File: config.mk
export PLATFORM = sky130hd
export DESIGN_NAME = dot_product_accum
export DESIGN_NICKNAME = d
export VERILOG_FILES = /design/src/rtl/dpa_pkg.sv /design/src/rtl/tag_delay.sv /design/src/rtl/dot_product_accum.sv
export SDC_FILE = /design/constraint.sdc
export NUM_CORES = 1
export LEC_CHECK = 0
export ABC_AREA = 1
export CORE_MARGIN = 3
export CORE_UTILIZATION = 49
export DETAILED_ROUTE_END_ITERATION = 8
export HOLD_SLACK_MARGIN = 0.1
export PLACE_DENSITY_LB_ADDON = 0.15
export SETUP_SLACK_MARGIN = 0.15
export SLEW_MARGIN = 20
export SYNTH_ARGS = -nofsm -noshare
export SYNTH_HDL_FRONTEND = slang
export SYNTH_SLANG_ARGS = --single-unit
export TNS_END_PERCENT = 50
File: constraint.sdc
create_clock -name clk -period 1.8 [get_ports clk]
set_input_delay 0.27 -clock clk [delete_from_list [all_inputs] [get_ports clk]]
set_output_delay 0.27 -clock clk [all_outputs]
set_load 0.02 [all_outputs]
File: src/rtl/dpa_pkg.sv
// Shared constants and FSM state type for the dot-product accumulator.
package dpa_pkg;

  localparam int OP_W         = 4;
  localparam int PROD_W       = 8;
  localparam int CNT_W        = 8;
  localparam int MULT_LAT_DEF = 2;

  typedef enum logic [1:0] {
    ST_IDLE,
    ST_ACCUM,
    ST_DRAIN,
    ST_HOLD
  } state_t;

endpackage

File: src/rtl/tag_delay.sv
// Valid/last tag delay line. Stage 0 lines up with the mul_a/mul_b registers,
// stage MULT_LAT lines up with the product arriving on mul_p.
module tag_delay #(
  parameter int MULT_LAT = 2
) (
  input  logic clk,
  input  logic reset,
  input  logic in_valid,
  input  logic in_last,
  output logic out_valid,
  output logic out_last
);

  logic [MULT_LAT:0] valid_q;
  logic [MULT_LAT:0] last_q;

  // NOTE: sequential state uses non-blocking assignments so every stage samples
  // the value its predecessor held before the edge.
  always_ff @(posedge clk or negedge reset) begin
    if (!reset) begin
      valid_q <= '0;
      last_q  <= '0;
    end else begin
      valid_q <= {valid_q[MULT_LAT-1:0], in_valid};
      last_q  <= {last_q[MULT_LAT-1:0], in_valid & in_last};
    end
  end

  assign out_valid = valid_q[MULT_LAT];
  assign out_last  = last_q[MULT_LAT];

endmodule

File: src/rtl/dot_product_accum.sv
// Streams 4-bit operand pairs through an external multiplier and accumulates a
// dot product. Define DPA_SATURATE_EN to clamp instead of wrap on overflow.
module dot_product_accum
  import dpa_pkg::*;
#(
  parameter int ACC_W    = 12,
  parameter int MULT_LAT = MULT_LAT_DEF
) (
  input  logic              clk,
  input  logic              reset,
  input  logic [OP_W-1:0]   in_a,
  input  logic [OP_W-1:0]   in_b,
  input  logic              in_last,
  input  logic              in_valid,
  output logic              in_ready,
  output logic [OP_W-1:0]   mul_a,
  output logic [OP_W-1:0]   mul_b,
  input  logic [PROD_W-1:0] mul_p,
  output logic [ACC_W-1:0]  out_sum,
  output logic [CNT_W-1:0]  out_count,
  output logic              out_ovf,
  output logic              out_valid,
  input  logic              out_ready
);

  state_t state_q, state_d;

  logic             accept;
  logic             tag_valid;
  logic             tag_last;
  logic             release_result;
  logic [ACC_W:0]   add_full;
  logic             carry;
  logic [ACC_W-1:0] acc_next;
  logic [ACC_W-1:0] acc_q;
  logic [CNT_W-1:0] cnt_q;
  logic             ovf_q;

  assign accept         = in_valid & in_ready;
  assign release_result = (state_q == ST_HOLD) & out_ready;

  tag_delay #(
    .MULT_LAT (MULT_LAT)
  ) u_tag_delay (
    .clk       (clk),
    .reset     (reset),
    .in_valid  (accept),
    .in_last   (in_last),
    .out_valid (tag_valid),
    .out_last  (tag_last)
  );

  always_ff @(posedge clk or negedge reset) begin
    if (!reset) state_q <= ST_IDLE;
    else        state_q <= state_d;
  end

  // NOTE: every output of this block gets a default first so no path leaves
  // one unassigned, which would otherwise infer a latch.
  always_comb begin
    state_d   = state_q;
    in_ready  = 1'b0;
    out_valid = 1'b0;
    case (state_q)
      ST_IDLE: begin
        in_ready = 1'b1;
        if (in_valid) state_d = in_last ? ST_DRAIN : ST_ACCUM;
      end
      ST_ACCUM: begin
        in_ready = 1'b1;
        if (in_valid && in_last) state_d = ST_DRAIN;
      end
      ST_DRAIN: begin
        if (tag_valid && tag_last) state_d = ST_HOLD;
      end
      ST_HOLD: begin
        out_valid = 1'b1;
        if (out_ready) state_d = ST_IDLE;
      end
      default: state_d = ST_IDLE;
    endcase
  end

  always_ff @(posedge clk or negedge reset) begin
    if (!reset) begin
      mul_a <= '0;
      mul_b <= '0;
    end else if (accept) begin
      mul_a <= in_a;
      mul_b <= in_b;
    end
  end

  // One extra bit captures the carry out of the accumulator.
  assign add_full = {1'b0, acc_q} + {{(ACC_W + 1 - PROD_W){1'b0}}, mul_p};
  assign carry    = add_full[ACC_W];

`ifdef DPA_SATURATE_EN
  assign acc_next = carry ? {ACC_W{1'b1}} : add_full[ACC_W-1:0];
`else
  assign acc_next = add_full[ACC_W-1:0];
`endif

  always_ff @(posedge clk or negedge reset) begin
    if (!reset) begin
      acc_q <= '0;
      cnt_q <= '0;
      ovf_q <= 1'b0;
    end else if (release_result) begin
      acc_q <= '0;
      cnt_q <= '0;
      ovf_q <= 1'b0;
    end else if (tag_valid) begin
      acc_q <= acc_next;
      ovf_q <= ovf_q | carry;
      if (cnt_q != {CNT_W{1'b1}}) cnt_q <= cnt_q + 8'd1;
    end
  end

  assign out_sum   = acc_q;
  assign out_count = cnt_q;
  assign out_ovf   = ovf_q;

endmodule
==> results of run 1 <==
-- repair_timing --
action / 4_1_cts / 5_1_grt
hold endpoints to repair: 24 / 0
setup endpoints to repair: 10 / 25
buffers inserted: 2 / 2
pin swaps: 5 / 11
gates resized for setup: 8 / 27
cloned: 0 / 0
hold buffers: 1 / 0
-- metrics by stage --
stage | util, % | power [mW]
final | 75.1 | 5.16
after global placement | 68.0 | 4.06
after floorplan | - | 3.06
after detailed placement | 68.0 | 4.10
after global routing | 75.1 | 5.56
after CTS | 71.6 | 4.91
-- layout make-up --
class	instances	area, µm²	area share (%)
inverter	32	125	4.05
clock buffer	7	86.3	2.79
multi-input combinational	192	1210	39.3
sequential	37	927	30.0
timing repair buffer	68	646	20.9
tap	50	62.6	2.02
clock inverter	1	30.0	0.971
-- flip-flops by register name, summed over array words and instances, names as in the netlist --
register,cells
out_sum,12
out_count,8
mul_a,4
mul_b,4
u_tag_delay.last_q,3
u_tag_delay.valid_q,3
state_q,2
out_ovf,1
-- kinds of logic (layout without fill, tap and decap cells) --
group	count (synthesis)	count (layout)	synth area share, %
buf+inv	34	108	6.69
simple gates	139	139	30.4
fa+ha+maj	14	14	8.49
xor+xnor	8	8	3.26
flops	37	37	43.0
compound gates	31	31	8.14
-- power breakdown --
part	internal, mW	leakage (nW)	total, mW	switching (mW)
registers	1.15	0.474	1.50	0.348
logic	1.35	1.02	2.92	1.57
clock network	0.452	0.0585	0.747	0.295
total	2.95	1.55	5.16	2.21
-- path summary, 6_finish.rpt --
| check | slack [ps] | depth (start not counted) | to | startpoint |
|---|---|---|---|---|
| worst min-delay path | 350 | 0 | u_tag_delay.valid_q[1]$_DFF_PN0_ | u_tag_delay.valid_q[0]$_DFF_PN0_ |
| worst min register to register | 350 | 0 | u_tag_delay.valid_q[1]$_DFF_PN0_ | u_tag_delay.valid_q[0]$_DFF_PN0_ |
| min in group asynchronous | 520 | 2 | out_sum[6]$_DFFE_PN0P_ | reset |
| worst max-delay path | 140 | 2 | out_sum[0] | out_sum[0]$_DFFE_PN0P_ |
| worst max register to register | 210 | 10 | out_sum[6]$_DFFE_PN0P_ | out_sum[0]$_DFFE_PN0P_ |
| max in group asynchronous | 730 | 3 | u_tag_delay.valid_q[0]$_DFF_PN0_ | reset |
-- layer usage --
layer,up-vias,track usage [%],share of wire [%],wire (µm)
met1,896,25.6,46,2230
met2,56,31.1,47,2280
met4,0,4.18,0.31,15
met3,2,6.37,6.5,316
li1,984,-,-,-
met5,-,0,0,0
-- layout by cell type, fill, tap and decap left out, types with 3 or more instances in the layout --
master            n
dlygate4sd2_1     3
nand3_1          20
dlymetal6s2s_1    3
dfrtp_1          36
nand2_1          83
inv_1            25
buf_4            13
nand3_2           3
nor2_4            4
a21oi_1           9
xor2_1            6
ha_4              7
ha_1              6
inv_2             4
o21ai_1          10
nor2_1           16
clkdlybuf4s50_1  43
buf_6             3
a21oi_2           3
clkbuf_8          6
nand2_4           3
o21ai_0           3
==> summary by stage, run 1 <==
Final layout
The post-layout net count is between 300 and 400. Fill cells in the final layout number 300. The number of standard cells in the layout, taps in and fillers out is 387. The share of final-layout standard cells stronger than drive strength 1 is between 10% and 20%.

0 antenna diodes ended up in the layout. The final instance area is 0.00309 mm². The area growth from synthesis to layout is 43.7%.

Placement
In this run the tool buffered the top-level ports with a little over 50 buffer cells. After legalization and detailed placement, the total HPWL measured between 3000 and 4000 µm. The number of instances in the placed design is about 370. The routability-driven placement congestion ratio is ~0.88. In this run the cell area measured after placement is about 0.0028 mm².

At the placement stage, the worst setup path has a slack of -279 ps.

Clock network
The clock latency on the worst-skew pair is a little under 300 ps. The number of clock sinks is 37. The worst-case clock buffer depth is 2. The number of buffers inserted during clock tree synthesis is 5. In this run the number of H-tree levels came out at 2. In this run the clock root is driven by a clkbuf_8. After clock tree synthesis, the clock-pin slew on the worst setup and hold paths is 70 ps.

TritonCTS built the clock tree.

Logic synthesis
The largest area contributor in the netlist is dfrtp_1. After synthesis, the cell types taking the most area are dfrtp_1 (43%), nand2_1 (15%), ha_1 (7.6%). Summing every instance area after synthesis gives 0.00215 mm².

The number of flops mapped to enable cells by yosys is 0. Dividing the synthesized area by the synthesized cell count gives 8.18 µm². The number of flip-flops and latches in the synthesized netlist is 37.

Counting flops with an async set or reset pin after synthesis yields a share of 100%. For this run, the leading register cell type out of synthesis is dfrtp_1. In the post-synthesis netlist, the cell with the most instances is nand2_1.

The sequential share of the synthesized area is 43.0%. The share of Yosys cell area claimed by the top area cell type is between 40% and 50%. Counting every net in the synthesized netlist gives 298. Sorting the synthesized cells by how often they occur yields nand2_1 (85), dfrtp_1 (37), inv_1 (27). The post-synthesis instance total is ~260.

After synthesis, the netlist uses 33 different library cells. The number of synthesis warnings is 0.

Global routing
In the global route stage, overall resource usage came out at 19.4%. The total overflow left after global routing is 0. The number of global-route vias before repair came to roughly 1800. The number of antenna violations at the first check in global routing was 0. The maximum number of pins on one net before global-route repair is 27. The global-route wire length before repair is approximately 8000 µm.

Detailed routing
Dividing the detail-routed wire length by the instance count gives about 13 µm. The remaining antenna violation count is 0. The detailed-routing iteration count for the pre-antenna-repair pass is 4.

The ratio of routed vias to standard cells is ~5.0. The detailed router placed 1938 vias in this run. Summed over all layers, the routed wires come to between 4000 and 5000 µm.

After detailed routing, the number of remaining DRC violations is 0. In this run, the number of DRC markers left after iteration 0 of detailed routing was around 150.

Critical path
Traced cell by cell, the critical path runs through buf_4 > clkdlybuf4s50_1. The kind of capture point of the worst setup path is an output port. The required time of the critical path is ~1500 ps. The peak per-stage delay on the critical path is between 500 and 600 ps. For the worst setup path, the data arrival time is approximately 1400 ps. The worst setup path is launched from a flop.

In this design, the largest share of critical-path delay is due to buffers and inverters. For this design, the slowest cell found on the critical path is clkdlybuf4s50_1. The worst setup path is of the flop to output port kind. The total buffers and inverters traversed by the critical path is 2. The worst-path maximum fanout is 2.

STA
The worst slew margin relative to its limit is ~60%. In the final timing run, aggregate negative setup slack is 0 ps. The transition at the pin with the smallest max-transition slack is between 600 and 700 ps. The final critical path takes up 92.1% of the cycle. The final number of hold-violating endpoints is 0. The final number of setup-violating endpoints is 0. The minimum clock period after layout is ~1700 ps. The max-slew violation total from the final report came to 0. Setup repair after global routing could not meet its margin everywhere.

For this run, the top clock speed supported by timing is about 0.6 GHz. The final clock skew is a little under 9 ps. The post-route worst hold slack is 353 ps. Setup slack closes at approximately 140 ps.

Die
The total area inside the core boundary comes to ~0.0041 mm². Measured along the x axis, the die boundary spans 72.3 µm. The die covers around 0.0052 mm². In this run the core area contains 23 standard-cell rows. 52 I/O pins were placed. Once the floorplan was initialized, standard cells occupied between 50% and 60% of the core. The die is 72.3 µm tall.

Status
The run finished with clean final reports.

Power and ir drop
VDD sags by at most 1.03 mV. The leakage power figure is roughly 1.6 nW. Power spread over the standard cell area amounts to about 1700 mW/mm².

Flow run
The max capacitance violation total is 0.

Min path
The classification of the worst-slack hold path is flop to flop.
No activity file was read; power rests on OpenSTA's default activity.
==> run 2, diff against run 1 <==
CTS_BUF_LIST = sky130_fd_sc_hd__clkbuf_16   (was not set)
==> run 2 against run 1 <==
Non-clock buffer count unchanged. Total power up 2.3%. Worst setup slack worse by 10 ps. Maximum frequency down 0.61%. Critical endpoint is now out_sum[10].
==> summary by stage, run 2 (synthesized netlist as in run 1, its figures left out) <==
Clock network
The cell sitting at the root of the clock tree is a clkbuf_16. The worst-case clock buffer depth is 2 (unchanged). The clock slew at the register clock pins of the worst setup and hold paths is 60 ps (about the same). The number of buffers inserted during clock tree synthesis is 5 (unchanged). The number of clock sinks is 37 (unchanged).

TritonCTS built the clock tree. The clock latency on the worst-skew pair is 270 ps (-20 ps). The number of H-tree levels is 2 (unchanged).

STA
The final number of setup-violating endpoints is 0 (unchanged). The final number of hold-violating endpoints was 0 (unchanged). Setup repair after global routing could not meet its margin everywhere. The minimum clock period after layout is 1670 ps (+10.1 ps). The highest clock rate is 0.600 GHz (-0.61%). The final clock skew is 3.90 ps (-4.75 ps).

The transition at the pin with the smallest max-transition slack is 599 ps (-5.09 ps). The max-slew violation total from the final report is 0 (unchanged). The worst slew margin relative to its limit is 60.1% (+0.34 points). The share of the clock period used by the worst path is 92.6% (+0.56 points).

Die
The number of ports placed on the die boundary came to 52 (unchanged). The floorplan core area is 0.00412 mm² (unchanged). The overall die area came to 0.00522 mm² (unchanged). The die width is 72.3 µm (unchanged). The total number of placement rows is 23 (unchanged). The floorplan die height is 72.3 µm (unchanged).

The starting density of the core is 52.3% (unchanged).

Detailed routing
The DRC violation count after routing is 0 (unchanged). The ratio of routed vias to standard cells is 5.10 (+1.9%). The number of vias in the routed layout is 1975 (+1.9%). The post-detailed-routing wire length came to 5090 µm (+5.1%). The starting DRC count in detailed routing is 143 (-3.4%). The detailed-routing iteration count for the pre-antenna-repair pass came to 4 (unchanged).

The average wire per cell in the routed design came to 13.2 µm (+5.1%). The remaining antenna violation count is 0 (unchanged).

Power and ir drop
The combinational share of power is 53.4% (-3.1 points). The internal power contribution was 3.08 mW (+4.1%). The portion of total power attributed to sequential cells was 28.3% (-0.8 points). The switching part of the total power is 41.8% (-1.0 points). The total design power is 5.28 mW (+2.3%). The leakage power figure is 1.57 nW (+1.3%). The switching power of the nets is 2.21 mW (-0.13%). The share of power burned in the clock network came to 18.3% (+3.8 points).

The peak supply drop came to 1.00 mV (-2.3%). The power per cell area is 1710 mW/mm² (+2.7%).

Final layout
The multi-input combinational cell area was 0.00116 mm² (-4.4%). Leaving out fill and tap cells, the most frequent cells in the layout are nand2_1 (83), clkdlybuf4s50_1 (43), dfrtp_1 (36). The share of final-layout standard cells stronger than drive strength 1 is 16.6% (-1.2 points).

The share of the core filled with cells was 74.9% (-0.27 points). The library cell used most frequently in the layout, excluding fill and tap cells, is nand2_1. The number of flip-flops under the largest register name was 12 (unchanged). The sequential cell area is 927 µm² (unchanged). The final instance area is 0.00308 mm² (-0.36%). The number of filler instances in the final layout is 308 (+2.7%).

The area growth from synthesis to layout is 43.2%. The post-layout net count is 371 (unchanged). The number of antenna repair diodes is 0 (unchanged).

Global routing
The maximum number of pins on one net before global-route repair came to 27 (unchanged). The number of global-route vias before repair came to 1814 (+0.89%). The number of antenna violations at the first check in global routing is 0 (unchanged). The total global-route track usage was 19.8% (+0.37 points). The global-route wire length before repair came to 8130 µm (+2.1%). The final global-route overflow total is 0 (unchanged).

Flow run
The max capacitance violation total is 0 (unchanged).

Critical path
The critical path is of the flop to output port type. The worst-path maximum fanout is 6 (+4). The total buffers and inverters traversed by the critical path was 1 (-1).

STA classifies the critical path startpoint as a flop. Traced cell by cell, the critical path runs through clkdlybuf4s50_1. The data arrival at the endpoint of the critical path is 1400 ps (about the same). The peak per-stage delay on the critical path is 660 ps (+70 ps). The flop-to-flop setup slack is 220 ps (about the same). On the critical path the largest part of the delay comes from buffers and inverters. For this design, the slowest cell found on the critical path is clkdlybuf4s50_1. The required time of the critical path was 1530 ps (about the same).

The worst setup path is captured at an output port.

Placement
The count of buffers from port buffering is 51 (unchanged). The placed cell area is 0.00280 mm² (unchanged). The routability-driven placement congestion ratio is 0.880 (unchanged).

The detailed placement HPWL is 3420 µm (unchanged).

Status
The run finished with clean final reports.

Min path
In this run the worst hold path is classified as flop to flop.
## run 2: cell count changes in the layout (fill, tap and decap cells not counted), sizes merged
cell          previous run  this run
inv                     31        32
clkbuf                   8         6
dlygate4sd2              3         2
dlymetal6s2s             3         4
clkinv                   1         2
## run 2: layout make-up
class	count	area share, %
sequential	37	30.1
clock inverter	3	1.22
multi-input combinational	192	37.7
inverter	32	4.06
tap	50	2.03
timing repair buffer	68	20.8
clock buffer	5	4.06
## run 2: final timing paths
check,from,to,cells past startpoint
worst min-delay path,u_tag_delay.valid_q[1]$_DFF_PN0_,u_tag_delay.valid_q[2]$_DFF_PN0_,0
worst max-delay path,out_sum[10]$_DFFE_PN0P_,out_sum[10],1
min in group asynchronous,reset,out_sum[6]$_DFFE_PN0P_,2
worst max register to register,out_sum[7]$_DFFE_PN0P_,out_sum[9]$_DFFE_PN0P_,8
max in group asynchronous,reset,mul_b[3]$_DFFE_PN0P_,3
worst min register to register,u_tag_delay.valid_q[1]$_DFF_PN0_,u_tag_delay.valid_q[2]$_DFF_PN0_,0
## run 2: what timing repair did
item / in CTS / in global routing
setup endpoints to repair: 9 / 23
resized for setup: 9 / 17
pin swaps: 6 / 8
hold buffers: 1 / 0
hold endpoints to repair: 24 / 0
buffers inserted: 2 / 2
## run 2: routing by layer
layer | track usage (%) | part of all wire [%] | wire (µm)
met3 | 4.29 | 5.8 | 293
met4 | 5.01 | 1.6 | 84
met1 | 26.2 | 45 | 2270
met5 | 0 | 0 | 0
met2 | 32.9 | 48 | 2450
## run 2: stage by stage
| step | hold slack, ps | std cells | setup TNS [ps] | worst slack (ps) |
|---|---|---|---|---|
| 2_1_floorplan | -25.6 | 263 | 0 | 162 |
| 3_3_place_gp | 307 | 374 | -877 | -221 |
| 3_5_place_dp | 318 | 374 | -1110 | -279 |
| 4_1_cts | 348 | 385 | 0 | 27.0 |
| 5_1_grt | 361 | 387 | 0 | 93.4 |
| 6_report | 347 | 387 | 0 | 133 |
## run 2: power by group through the flow
stage	registers [mW]	clock network [mW]	logic, mW
finish	1.50	0.964	2.82
global route	1.55	1.01	3.10
CTS	1.49	0.984	2.70
detailed placement	1.49	0	2.61
global placement	1.48	0	2.57
floorplan	1.70	0	1.36
